--- src/rtl/fft_peak_pitch_tracker.sv ---
// Band-limited peak finder over one frame of FFT magnitude bins; emits the winning bin index per frame.
// Optional 3-tap median smoothing of the per-frame result is enabled by defining PITCH_MEDIAN_SMOOTH_EN.
module fft_peak_pitch_tracker #(
    parameter int NSAMPLES = 1024,
    parameter int MAG_W    = 32,
    parameter int MIN_BIN  = 2,
    parameter int MAX_BIN  = 511
) (
    input  logic                        clk,
    input  logic                        reset,
    input  logic [MAG_W-1:0]            threshold,
    input  logic [MAG_W-1:0]            mag_input_data,
    input  logic                        mag_input_valid,
    output logic                        mag_input_ready,
    output logic [$clog2(NSAMPLES)-1:0] pitch_output_data,
    output logic                        pitch_output_valid,
    input  logic                        pitch_output_ready,
    output logic                        frame_overflow
);

    localparam int IW = $clog2(NSAMPLES);
    localparam int SW = $clog2(2 * NSAMPLES + 1);
    localparam logic [IW-1:0] MIN_IDX   = IW'(MIN_BIN);
    localparam logic [IW-1:0] MAX_IDX   = IW'(MAX_BIN);
    localparam logic [IW-1:0] LAST_IDX  = IW'(NSAMPLES - 1);
    localparam logic [SW-1:0] STALL_LIM = SW'(2 * NSAMPLES);

    typedef enum logic [0:0] {
        COLLECT = 1'b0,
        OUTPUT  = 1'b1
    } state_t;

    state_t             state_r;
    logic [IW-1:0]      bin_cnt_r;
    logic [MAG_W-1:0]   max_r;
    logic [IW-1:0]      idx_r;
    logic [SW-1:0]      stall_cnt_r;

    logic               accept_s;
    logic               in_band_s;
    logic               take_s;
    logic [MAG_W-1:0]   final_max_s;
    logic [IW-1:0]      final_idx_s;
    logic [IW-1:0]      raw_s;
    logic [IW-1:0]      out_s;

`ifdef PITCH_MEDIAN_SMOOTH_EN
    logic [IW-1:0]      h0_r;
    logic [IW-1:0]      h1_r;
    logic [IW-1:0]      h2_r;

    function automatic logic [IW-1:0] median3(input logic [IW-1:0] a,
                                              input logic [IW-1:0] b,
                                              input logic [IW-1:0] c);
        logic [IW-1:0] lo;
        logic [IW-1:0] hi;
        logic [IW-1:0] mid;
        lo  = (a < b) ? a : b;
        hi  = (a < b) ? b : a;
        mid = (hi < c) ? hi : c;
        return (lo > mid) ? lo : mid;
    endfunction
`endif

    // Peak tracking and end-of-frame result, including the final bin if it wins
    always_comb begin
        accept_s    = mag_input_valid && mag_input_ready;
        in_band_s   = (bin_cnt_r >= MIN_IDX) && (bin_cnt_r <= MAX_IDX);
        take_s      = accept_s && in_band_s && (mag_input_data > max_r);
        final_max_s = take_s ? mag_input_data : max_r;
        final_idx_s = take_s ? bin_cnt_r : idx_r;
        if ((final_max_s >= threshold) && (final_max_s != {MAG_W{1'b0}})) begin
            raw_s = final_idx_s;
        end else begin
            raw_s = {IW{1'b0}};
        end
`ifdef PITCH_MEDIAN_SMOOTH_EN
        out_s = median3(raw_s, h0_r, h1_r);
`else
        out_s = raw_s;
`endif
    end

    // Frame collection / result hand-off state machine with registered outputs
    always_ff @(posedge clk) begin
        if (!reset) begin
            state_r            <= COLLECT;
            bin_cnt_r          <= {IW{1'b0}};
            max_r              <= {MAG_W{1'b0}};
            idx_r              <= {IW{1'b0}};
            stall_cnt_r        <= {SW{1'b0}};
            mag_input_ready    <= 1'b0;
            pitch_output_valid <= 1'b0;
            pitch_output_data  <= {IW{1'b0}};
            frame_overflow     <= 1'b0;
`ifdef PITCH_MEDIAN_SMOOTH_EN
            h0_r               <= {IW{1'b0}};
            h1_r               <= {IW{1'b0}};
            h2_r               <= {IW{1'b0}};
`endif
        end else begin
            frame_overflow <= 1'b0;
            stall_cnt_r    <= {SW{1'b0}};
            case (state_r)
                COLLECT: begin
                    mag_input_ready <= 1'b1;
                    if (accept_s) begin
                        if (take_s) begin
                            max_r <= mag_input_data;
                            idx_r <= bin_cnt_r;
                        end
                        if (bin_cnt_r == LAST_IDX) begin
                            bin_cnt_r          <= {IW{1'b0}};
                            state_r            <= OUTPUT;
                            mag_input_ready    <= 1'b0;
                            pitch_output_valid <= 1'b1;
                            pitch_output_data  <= out_s;
`ifdef PITCH_MEDIAN_SMOOTH_EN
                            h0_r               <= raw_s;
                            h1_r               <= h0_r;
                            h2_r               <= h1_r;
`endif
                        end else begin
                            bin_cnt_r <= bin_cnt_r + IW'(1);
                        end
                    end
                end
                OUTPUT: begin
                    mag_input_ready <= 1'b0;
                    // Count consecutive stalled-producer cycles; pulse and re-arm past 2*NSAMPLES
                    if (mag_input_valid) begin
                        if (stall_cnt_r == STALL_LIM) begin
                            frame_overflow <= 1'b1;
                            stall_cnt_r    <= {SW{1'b0}};
                        end else begin
                            stall_cnt_r <= stall_cnt_r + SW'(1);
                        end
                    end
                    if (pitch_output_valid && pitch_output_ready) begin
                        pitch_output_valid <= 1'b0;
                        max_r              <= {MAG_W{1'b0}};
                        idx_r              <= {IW{1'b0}};
                        state_r            <= COLLECT;
                    end
                end
                default: begin
                    state_r <= COLLECT;
                end
            endcase
        end
    end

`ifdef PITCH_MEDIAN_SMOOTH_EN
    logic unused_h2_s;
    assign unused_h2_s = ^h2_r;
`endif

endmodule

--- config.mk ---
export PLATFORM = sky130hd
export DESIGN_NAME = fft_peak_pitch_tracker
export DESIGN_NICKNAME = d
export VERILOG_FILES = /design/src/rtl/fft_peak_pitch_tracker.sv
export SDC_FILE = /design/constraint.sdc
export NUM_CORES = 1
export LEC_CHECK = 0
export ABC_CLOCK_PERIOD_IN_PS = 5500
export BUFFER_PORTS_ARGS = -buffer_cell sky130_fd_sc_hd__buf_2
export CAP_MARGIN = 20
export CORE_ASPECT_RATIO = 1.25
export CORE_MARGIN = 2
export CORE_UTILIZATION = 58
export CTS_CLUSTER_DIAMETER = 50
export DETAILED_ROUTE_END_ITERATION = 8
export HOLD_SLACK_MARGIN = 0.1
export PLACE_DENSITY = 0.88
export SLEW_MARGIN = 20
export SYNTH_ARGS = -nofsm -noshare
export SYNTH_HDL_FRONTEND = slang
export SYNTH_SLANG_ARGS = --single-unit
--- constraint.sdc ---
create_clock -name clk -period 5.5 [get_ports clk]
set_clock_uncertainty 0.1 [all_clocks]
set_input_delay 0.275 -clock clk [delete_from_list [all_inputs] [get_ports clk]]
set_output_delay 0.275 -clock clk [all_outputs]
set_load 0.05 [all_outputs]
==> flow_summary.ini, run 1 <==
[yosys]
ys_seq_area_frac = 0.304
ys_seq_elements = 78
yosysTopAreaCellShare = 0.304
synth.area.top_cells = dfxtp_1, ha_1, mux2_2
avgSynthCellArea_um2 = 8.07
syn-cell-area_um2 = 5140
syn-instance-count = 637
synth_edf_count = 0
synth_nets = 773
yosysUniqueCellTypes = 46
yosysWarnings = 0
synth-main-ff-cell = dfxtp_1
yosys.area.top_type = dfxtp_1
async_reset_ff_frac = 0

[finish]
design_area_um2 = 5990
synthToLayoutAreaGrowth_pct = 16.7
multi_input_area_um2 = 3200
mostFrequentLayoutCells = buf_2, dfxtp_1, nand2_1
stdcell_count = 854
antennaDiodeCount = 0
nets = 865
layout-drive-gt1-share = 0.189
seq_area_um2 = 1560
nFillCells = 709
final_common_cell = buf_2

[timing]
rsz0062_at_grt = false
setup_viol = 0
min_period_over_period = 0.918
period_minus_slack_ns = 5.05
fin_ws_ns = 0.451
finalMaxSlewViolations = 0
hold_violations = 0
max-slew-margin-rel = 0.267
tightest_slew_ns = 1.10
fin_tns_setup_ns = 0
fmax_mhz = 198

[worst_setup_path]
cp_max_fo = 23
rr_worst_depth = 17
path_class = input pin to flop
slowest_delay_ns = 0.54
crit_chain = dlygate4sd3_1 > buf_2 > ha_1 > nand4_1 > nor4_1 > nand3b_1 > a31o_2 > nand2_4 > mux2_2 > ha_1 > a211oi_1 > o21ai_0 > a2111oi_0 > buf_4 > o311ai_0 > a32o_1 > o311ai_4 > o21ai_0
reg2reg_to = pitch_output_data[5]$_SDFFE_PN0P_
cp-endpoint = pitch_output_data[5]$_SDFFE_PN0P_
critPathLaunchType = input pin
worstPathRequired_ns = 5.62
critical_path_arrival_ns = 5.17
worst-r2r-setup-slack_ns = 0.63
crit_slowest_cell = dlygate4sd3_1
cp_num_buf_inv = 3
reg2reg_from = max_r[30]$_SDFFE_PN0P_
cp-startpoint = mag_input_data[30]
cp_top_family = compound AO/OA/AOI/OAI gates
cp-end-kind = flop
cp.depth = 18

[power_and_ir_drop]
leakage_nw = 2.55
ir_drop_v = 0.000120
total_power_mw = 1.07
power.density_nw_per_um2 = 179

[drt]
drc = 0
first_pass_iters = 6
drt_iter0_markers = 242
num_vias = 5026
wire_per_inst_um = 15.3
final_antenna_net_count = 0
wl_um = 13000
vias_per_cell = 5.89

[clock_network]
htreeDepth = 3
post_cts_buffers = 0
insertion_delay_ns = 0.35
clk_pin_slew_ns = 0.08
cts.sinks = 78
cts_tree = built
clockBufferDepth = 2
clockRootBuffer = clkbuf_8
cts_buffers = 9

[floorplanning]
die_height_um = 109
die_x_um = 88.2
ios = 81
die_area_um2 = 9630
core_area_um2 = 8650
start_util = 0.594
fp-row-count = 38

[global_routing]
grt_pass1_wl_um = 21700
grt_max_degree = 50
gr-usage-met1 = 0.319
use_met2 = 0.502
grt_usage = 0.284
grt_busiest_layer = met2
antenna_found_initial = 0
grt_overflow = 0
grt_pass1_vias = 4915
met3_usage = 0.0431

[place]
place_area_um2 = 5620
dp_hpwl_um = 9670
io_buffer_count = 80
dp.cells = 818
pre_cts_ws_ns = 0.521
place.gp.congestion = 0.936

[flow_run]
maxCapViolCount = 0

[outcome]
status = finished, final reports clean

[worst_hold_path]
holdCritPathClass = input pin to flop
-- layout make-up --
cell class / instances / area share
Clock buffer: 10 / 0.0213
Clock inverter: 6 / 0.00647
Inverter: 71 / 0.0445
Multi-Input combinational cell: 462 / 0.533
Sequential cell: 78 / 0.260
Tap cell: 120 / 0.0250
Timing Repair Buffer: 107 / 0.109
-- state kept, by name, indices dropped and copies added (netlist names) --
name / count
pitch_output_data: 10
stall_cnt_r: 12
frame_overflow: 1
bin_cnt_r: 10
state_r: 1
mag_input_ready: 1
idx_r: 10
max_r: 32
pitch_output_valid: 1
-- worst register-to-register path, stage by stage, from the launching register on --
cell and delay, ns:
dfxtp_1 0.38, inv_1 0.06, ha_1 0.29, nand4_1 0.16, nor4_1 0.46, nand3b_1 0.13
a31o_2 0.31, nand2_4 0.28, mux2_2 0.40, ha_1 0.29, a211oi_1 0.22, o21ai_0 0.14
a2111oi_0 0.49, buf_4 0.20, o311ai_0 0.21, a32o_1 0.31, o311ai_4 0.15, o21ai_0 0.17
-- cell usage after synthesis (2+ instances only) --
cell type   n
o211ai_1    2
xnor2_1     4
nor2b_1     2
dfxtp_1    78
nand2_1    71
o21ai_0    22
nor4_1     13
mux2i_1     7
nor2_1     37
nor3_1      6
inv_1      70
o311ai_0    3
a311oi_1    2
ha_1       68
clkbuf_1   12
nand2b_1    4
and3_1      5
a21o_1      6
nand3_1    49
mux2_2     31
a2111oi_0   2
a211oi_1    7
nand4_1    22
xor2_1     13
buf_2      13
a21oi_1    68
-- where the power goes --
group / internal (mW) / switching, mW
clock: 0.162 / 0.215
sequential: 0.566 / 0.00211
combinational: 0.0585 / 0.0680
total: 0.787 / 0.285
-- layer usage --
| metal | up-vias | share of wire |
|---|---|---|
| met5 | - | 0 |
| met2 | 214 | 0.50 |
| met3 | 57 | 0.061 |
| li1 | 2425 | - |
| met4 | 0 | 0.049 |
| met1 | 2330 | 0.39 |
-- worst min-delay path by stage --
| stage | from | to | slack, ns | cells past startpoint |
|---|---|---|---|---|
| 3_5_place_dp | pitch_output_data[2]$_SDFFE_PN0P_ | pitch_output_data[2]$_SDFFE_PN0P_ | 0.34 | 2 |
| 4_1_cts | mag_input_data[27] | max_r[27]$_SDFFE_PN0P_ | 0.10 | 3 |
| 5_1_grt | mag_input_data[13] | max_r[13]$_SDFFE_PN0P_ | 0.11 | 3 |
| 6_report | mag_input_data[4] | max_r[4]$_SDFFE_PN0P_ | 0.1 | 3 |
| 2_1_floorplan | mag_input_valid | mag_input_ready$_SDFF_PP0_ | 0.30 | 1 |
| 3_3_place_gp | pitch_output_data[4]$_SDFFE_PN0P_ | pitch_output_data[4]$_SDFFE_PN0P_ | 0.33 | 2 |
-- cell families after synthesis --
logic type | after synthesis | share of synthesized area
AO/OA/AOI/OAI | 123 | 0.147
multiplexers | 38 | 0.0816
XOR/XNOR | 17 | 0.0290
AND/OR/NAND/NOR | 216 | 0.198
buffers and inverters | 97 | 0.0748
adder cells (fa/ha/maj) | 68 | 0.166
flip-flops | 78 | 0.304
-- through the flow --
stage,hold WS (ns),util
after floorplan,0.297,-
after global placement,0.331,0.650
after detailed placement,0.344,0.650
after CTS,0.102,0.692
after global routing,0.105,0.693
final,0.0997,0.693
-- timing repair --
item / CTS / global route
hold buffers: 20 / 0
resized for setup: 0 / 1
endpoints found under the hold margin: 20 / 0
endpoints found under the setup margin: 0 / 9
(Power assumes the default switching activity.)
==> inputs of run 2 (changes only) <==
--- a/config.mk
+++ b/config.mk
@@ -8,13 +8,17 @@
 export ABC_CLOCK_PERIOD_IN_PS = 5500
 export BUFFER_PORTS_ARGS = -buffer_cell sky130_fd_sc_hd__buf_2
 export CAP_MARGIN = 20
+export CELL_PAD_IN_SITES_DETAIL_PLACEMENT = 1
+export CELL_PAD_IN_SITES_GLOBAL_PLACEMENT = 1
 export CORE_ASPECT_RATIO = 1.25
 export CORE_MARGIN = 2
-export CORE_UTILIZATION = 58
+export CORE_UTILIZATION = 43
+export CTS_BUF_LIST = sky130_fd_sc_hd__clkbuf_16
 export CTS_CLUSTER_DIAMETER = 50
 export DETAILED_ROUTE_END_ITERATION = 8
 export HOLD_SLACK_MARGIN = 0.1
 export PLACE_DENSITY = 0.88
+export RECOVER_POWER = 100
 export SLEW_MARGIN = 20
 export SYNTH_ARGS = -nofsm -noshare
 export SYNTH_HDL_FRONTEND = slang
==> run 2 against run 1 <==
The run now ends with capacitance limit, slew limit left. Via count down 0.94%. Sequential power about the same. Die area is 33% higher. Clock power is 78% higher. Critical path type unchanged. Hold slack gained 0.0087 ns. Largest cell class unchanged. Fmax shrank 0.66%. Sequential share of layout area is 0.20 points lower. Non-clock buffer count decreased by 14.
==> flow_summary.ini, run 2 (same netlist as run 1, synthesis figures left out) <==
[floorplanning]
start_util = 0.442
die_x_um = 102
fp-row-count = 44
die_area_um2 = 12800
die_height_um = 126
core_area_um2 = 11600
ios = 81

[worst_hold_path]
worstHoldStart = mag_input_data[10]
holdCritPathClass = input pin to flop
min_to = max_r[10]$_SDFFE_PN0P_
hold_path_depth = 3

[clock_network]
clk_pin_slew_ns = 0.07
cts_tree = built
post_cts_buffers = 0
clockBufferDepth = 2
cts.sinks = 78
cts_buffers = 9
insertion_delay_ns = 0.34
htreeDepth = 3
clockRootBuffer = clkbuf_16

[timing]
max-slew-margin-rel = -0.0294
period_minus_slack_ns = 5.08
holdWs_ns = 0.108
hold_violations = 0
finalMaxSlewViolations = 19
rsz0062_at_grt = false
fmax_mhz = 197
min_period_over_period = 0.924
fin_tns_setup_ns = 0
tightest_slew_ns = 1.54
setup_viol = 0

[drt]
final_antenna_net_count = 0
first_pass_iters = 4
wl_um = 15600
num_vias = 4979
drt_iter0_markers = 195
drc = 0
wire_per_inst_um = 17.8
vias_per_cell = 5.65

[finish]
post-route-util = 0.520
antennaDiodeCount = 0
mostFrequentLayoutCells = dfxtp_1, nand2_1, inv_1
top_register = max_r
nets = 851
final_common_cell = dfxtp_1
nFillCells = 1439
largest_reg_flops = 32
synthToLayoutAreaGrowth_pct = 17.6
reg_top3 = max_r x32, stall_cnt_r x12
layout-drive-gt1-share = 0.169

[worst_setup_path]
worst-r2r-setup-slack_ns = 0.45
cp_max_fo = 16
worstPathRequired_ns = 5.60
cp-end-kind = flop
reg2reg_from = bin_cnt_r[1]$_SDFFE_PN0P_
path_class = input pin to flop
rr_worst_depth = 16
reg2reg_to = pitch_output_data[8]$_SDFFE_PN0P_
critPathLaunchType = input pin
critical_path_arrival_ns = 5.18

[global_routing]
grt_overflow = 0
grt_usage = 0.250
antenna_found_initial = 0
grt_max_degree = 50
grt_pass1_vias = 5311
grt_pass1_wl_um = 25600

[power_and_ir_drop]
total_power_mw = 1.36
leakage_nw = 2.50
ir_drop_v = 0.000179
power.density_nw_per_um2 = 225

[place]
place.gp.congestion = 0.883
io_buffer_count = 80
dp_hpwl_um = 11300

[outcome]
failed_checks = capacitance limit, slew limit
status = complete, but fails checks

[flow_run]
maxCapViolCount = 1
==> run 2: what timing repair did <==
action,4_1_cts,5_1_grt
hold buffers,6,0
endpoints found under the hold margin,6,0
resized for setup,0,1
endpoints found under the setup margin,0,10
==> run 2: final cells by class <==
type	count	area [µm²]	area share
multi-input cells	462	3190	0.529
flip-flops and latches	78	1560	0.258
repair buffers	93	487	0.0806
inverters	71	267	0.0441
clock buffers	9	225	0.0373
well taps	161	201	0.0333
clock inverters	7	105	0.0174
==> run 2: worst max-delay path, stage by stage <==
cell and delay, ns:
dlygate4sd3_1 0.54, clkbuf_1 0.15, ha_1 0.34, nand4_1 0.18
nor4_1 0.37, a21boi_0 0.24, o31ai_4 0.16, nand2_2 0.33
mux2_2 0.37, ha_1 0.29, a211oi_1 0.28, nor2_1 0.07
a2111oi_0 0.60, o311ai_0 0.28, a32o_1 0.36, o311ai_4 0.16
o21ai_0 0.18
==> run 2: worst max path at each step <==
stage / startpoint / endpoint / cells past startpoint
global route: mag_input_data[15] / pitch_output_data[8]$_SDFFE_PN0P_ / 18
finish: mag_input_data[15] / pitch_output_data[8]$_SDFFE_PN0P_ / 17
floorplan: max_r[29]$_SDFFE_PN0P_ / pitch_output_data[0]$_SDFFE_PN0P_ / 17
CTS: max_r[29]$_SDFFE_PN0P_ / pitch_output_data[8]$_SDFFE_PN0P_ / 17
detailed placement: max_r[29]$_SDFFE_PN0P_ / pitch_output_data[8]$_SDFFE_PN0P_ / 17
global placement: mag_input_data[30] / pitch_output_data[1]$_SDFFE_PN0P_ / 17
==> run 2: routing by layer <==
| metal | vias up | wire length, µm | global-route usage |
|---|---|---|---|
| met5 | - | 0 | 0 |
| met4 | 0 | 546 | 0.110 |
| met3 | 38 | 426 | 0.0350 |
| met2 | 108 | 8300 | 0.452 |
| met1 | 2436 | 6370 | 0.286 |
| li1 | 2397 | - | - |
==> run 2: report_power, final <==
group / total, mW / internal (mW) / leakage (nW) / switching (mW)
Sequential: 0.569 / 0.566 / 0.629 / 0.00233
Clock: 0.670 / 0.405 / 0.159 / 0.265
Combinational: 0.122 / 0.0519 / 1.71 / 0.0702
==> run 2: per-stage QoR <==
step	cell area, µm²	cells	worst slack, ns
final	6040	881	0.418
after global routing	6040	881	0.0506
after floorplan	5140	637	1.44
after global placement	5670	859	0.830
after detailed placement	5670	859	0.563
after CTS	6060	881	0.391
==> inputs of run 3 (changes only) <==
--- a/config.mk
+++ b/config.mk
@@ -6,16 +6,16 @@
 export NUM_CORES = 1
 export LEC_CHECK = 0
 export ABC_CLOCK_PERIOD_IN_PS = 5500
-export BUFFER_PORTS_ARGS = -buffer_cell sky130_fd_sc_hd__buf_2
 export CAP_MARGIN = 20
 export CELL_PAD_IN_SITES_DETAIL_PLACEMENT = 1
 export CELL_PAD_IN_SITES_GLOBAL_PLACEMENT = 1
 export CORE_ASPECT_RATIO = 1.25
 export CORE_MARGIN = 2
-export CORE_UTILIZATION = 43
+export CORE_UTILIZATION = 48
 export CTS_BUF_LIST = sky130_fd_sc_hd__clkbuf_16
 export CTS_CLUSTER_DIAMETER = 50
 export DETAILED_ROUTE_END_ITERATION = 8
+export DONT_BUFFER_PORTS = 1
 export HOLD_SLACK_MARGIN = 0.1
 export PLACE_DENSITY = 0.88
 export RECOVER_POWER = 100
@@ -23,3 +23,4 @@
 export SYNTH_ARGS = -nofsm -noshare
 export SYNTH_HDL_FRONTEND = slang
 export SYNTH_SLANG_ARGS = --single-unit
+export TNS_END_PERCENT = 100
==> run 3 against run 2 <==
The run still ends with capacitance limit, slew limit left. Routed wire length grew 7.3%. Clock power shrank 5.2%. Core utilization grew 4.1 points. Worst setup slack lost 0.092 ns. Final cell count shrank 9.1%. Design area shrank 2.4%. Total power shrank 3.3%. Fmax shrank 1.8%. Register-to-register slack lost 0.12 ns. Critical path type is now flop to flop. Highest routed layer unchanged. Non-clock buffer count shrank 51.
==> flow_summary.ini, run 3 (same netlist as run 1, synthesis figures left out) <==
[outcome]
status = complete, but fails checks
failed_checks = capacitance limit, slew limit

[timing]
rsz0062_at_grt = false
setup_viol = 0
fin_ws_ns = 0.325
fin_tns_setup_ns = 0
min_period_over_period = 0.941
finalMaxSlewViolations = 20
max-slew-margin-rel = -0.112
fmax_mhz = 193
hold_violations = 0
tightest_slew_ns = 1.67
period_minus_slack_ns = 5.17

[power_and_ir_drop]
combPwrFrac = 0.085
sw_frac_of_total = 0.259
power_frac_clock = 0.483
p_sw_mw = 0.341
total_power_mw = 1.32
power_frac_seq = 0.432
power.density_nw_per_um2 = 223
p_int_mw = 0.975
ir_drop_v = 0.000136
leakage_nw = 2.33

[place]
place_area_um2 = 5240
pre_cts_ws_ns = 0.362
dp_hpwl_um = 11200
place.gp.congestion = 0.850
io_buffer_count = 0
dp.cells = 750

[drt]
drc = 0
drt_iter0_markers = 181
first_pass_iters = 4
num_vias = 4981
final_antenna_net_count = 0
wl_um = 16800
wire_per_inst_um = 20.9
vias_per_cell = 6.22

[worst_setup_path]
rr_worst_depth = 17
cp_max_fo = 18
reg2reg_to = pitch_output_data[5]$_SDFFE_PN0P_
critPathLaunchType = flop
critical_path_arrival_ns = 5.35
worst-r2r-setup-slack_ns = 0.33
worstPathRequired_ns = 5.67
reg2reg_from = max_r[28]$_SDFFE_PN0P_
path_class = flop to flop
cp-end-kind = flop

[finish]
layout-drive-gt1-share = 0.0867
synthToLayoutAreaGrowth_pct = 14.7
largest_reg_flops = 32
top_register = max_r
final_common_cell = dfxtp_1
design_area_um2 = 5890
nets = 800
mostFrequentLayoutCells = dfxtp_1, nand2_1, inv_1
antennaDiodeCount = 0
stdcell_count = 801
reg_top3 = max_r x32, stall_cnt_r x12

[clock_network]
htreeDepth = 3
insertion_delay_ns = 0.36
cts_buffers = 9
clk_pin_slew_ns = 0.07
clockBufferDepth = 2
cts.sinks = 78
cts_tree = built
clockRootBuffer = clkbuf_16

[flow_run]
maxCapViolCount = 1

[floorplanning]
start_util = 0.489
ios = 81
fp-row-count = 42
core_area_um2 = 10500
die_area_um2 = 11600
die_height_um = 120
die_x_um = 96.5

[global_routing]
grt_busiest_layer = met2
met3_usage = 0.0647
antenna_found_initial = 0
grt_overflow = 0
use_met2 = 0.541
gr-usage-met1 = 0.323
grt_pass1_vias = 5483
grt_pass1_wl_um = 26900
grt_usage = 0.304
grt_max_degree = 50

[worst_hold_path]
holdCritPathClass = input pin to flop
worstHoldStart = reset
min_to = bin_cnt_r[5]$_SDFFE_PN0P_
hold_path_depth = 2
## run 3: stage by stage
stage	utilization	hold WS, ns
3_3_place_gp	0.498	0.310
4_1_cts	0.561	0.134
3_5_place_dp	0.498	0.320
6_report	0.561	0.145
5_1_grt	0.561	0.150
2_1_floorplan	-	0.297
## run 3: timing repair
action / CTS / global route
buffers inserted: 0 / 0
endpoints found under the setup margin: 0 / 10
hold buffers: 35 / 0
resized for setup: 0 / 3
endpoints found under the hold margin: 46 / 0
## run 3: power groups by stage
| stage | logic (mW) | registers (mW) | clock network, mW |
|---|---|---|---|
| after global placement | 0.0759 | 0.581 | 0 |
| final | 0.112 | 0.568 | 0.635 |
| after CTS | 0.108 | 0.568 | 0.632 |
| after global routing | 0.123 | 0.568 | 0.660 |
| after detailed placement | 0.0839 | 0.581 | 0 |
| after floorplan | 0.0595 | 0.582 | 0 |
## run 3: metal layers
layer,up-vias,share of wire
met5,-,0
met4,0,0.051
met3,67,0.048
met2,152,0.53
met1,2467,0.37
li1,2295,-
## run 3: worst max-delay path: stages, from the launching register on
cell and delay, ns:
dfxtp_1 0.39, inv_1 0.08, ha_1 0.32, nand4_1 0.22, nor4_2 0.45, nand3b_1 0.12, a31o_1 0.29, nand2_2 0.36
buf_4 0.37, mux2_2 0.39, ha_1 0.30, nand4_1 0.10, a211oi_1 0.23, nand2_1 0.13, o311ai_0 0.58, a32o_1 0.28
o311ai_4 0.18, o21ai_0 0.19
## run 3: cell type report
class	count	area, µm²
Timing Repair Buffer	42	395
Clock inverter	7	80.1
Multi-Input combinational cell	462	3200
Clock buffer	9	225
Inverter	71	267
Sequential cell	78	1560
Tap cell	132	165
Fill cell	1275	4620
## run 3: how the worst max path moves through the flow
stage / from / end / slack, ns / cells past startpoint
final: max_r[28]$_SDFFE_PN0P_ / pitch_output_data[5]$_SDFFE_PN0P_ / 0.33 / 17
after detailed placement: max_r[29]$_SDFFE_PN0P_ / pitch_output_data[5]$_SDFFE_PN0P_ / 0.36 / 16
after CTS: max_r[28]$_SDFFE_PN0P_ / pitch_output_data[5]$_SDFFE_PN0P_ / 0.16 / 16
after global routing: max_r[31]$_SDFFE_PN0P_ / pitch_output_data[2]$_SDFFE_PN0P_ / 0.06 / 17
after floorplan: max_r[29]$_SDFFE_PN0P_ / pitch_output_data[0]$_SDFFE_PN0P_ / 1.44 / 17
after global placement: max_r[29]$_SDFFE_PN0P_ / pitch_output_data[4]$_SDFFE_PN0P_ / 0.52 / 16
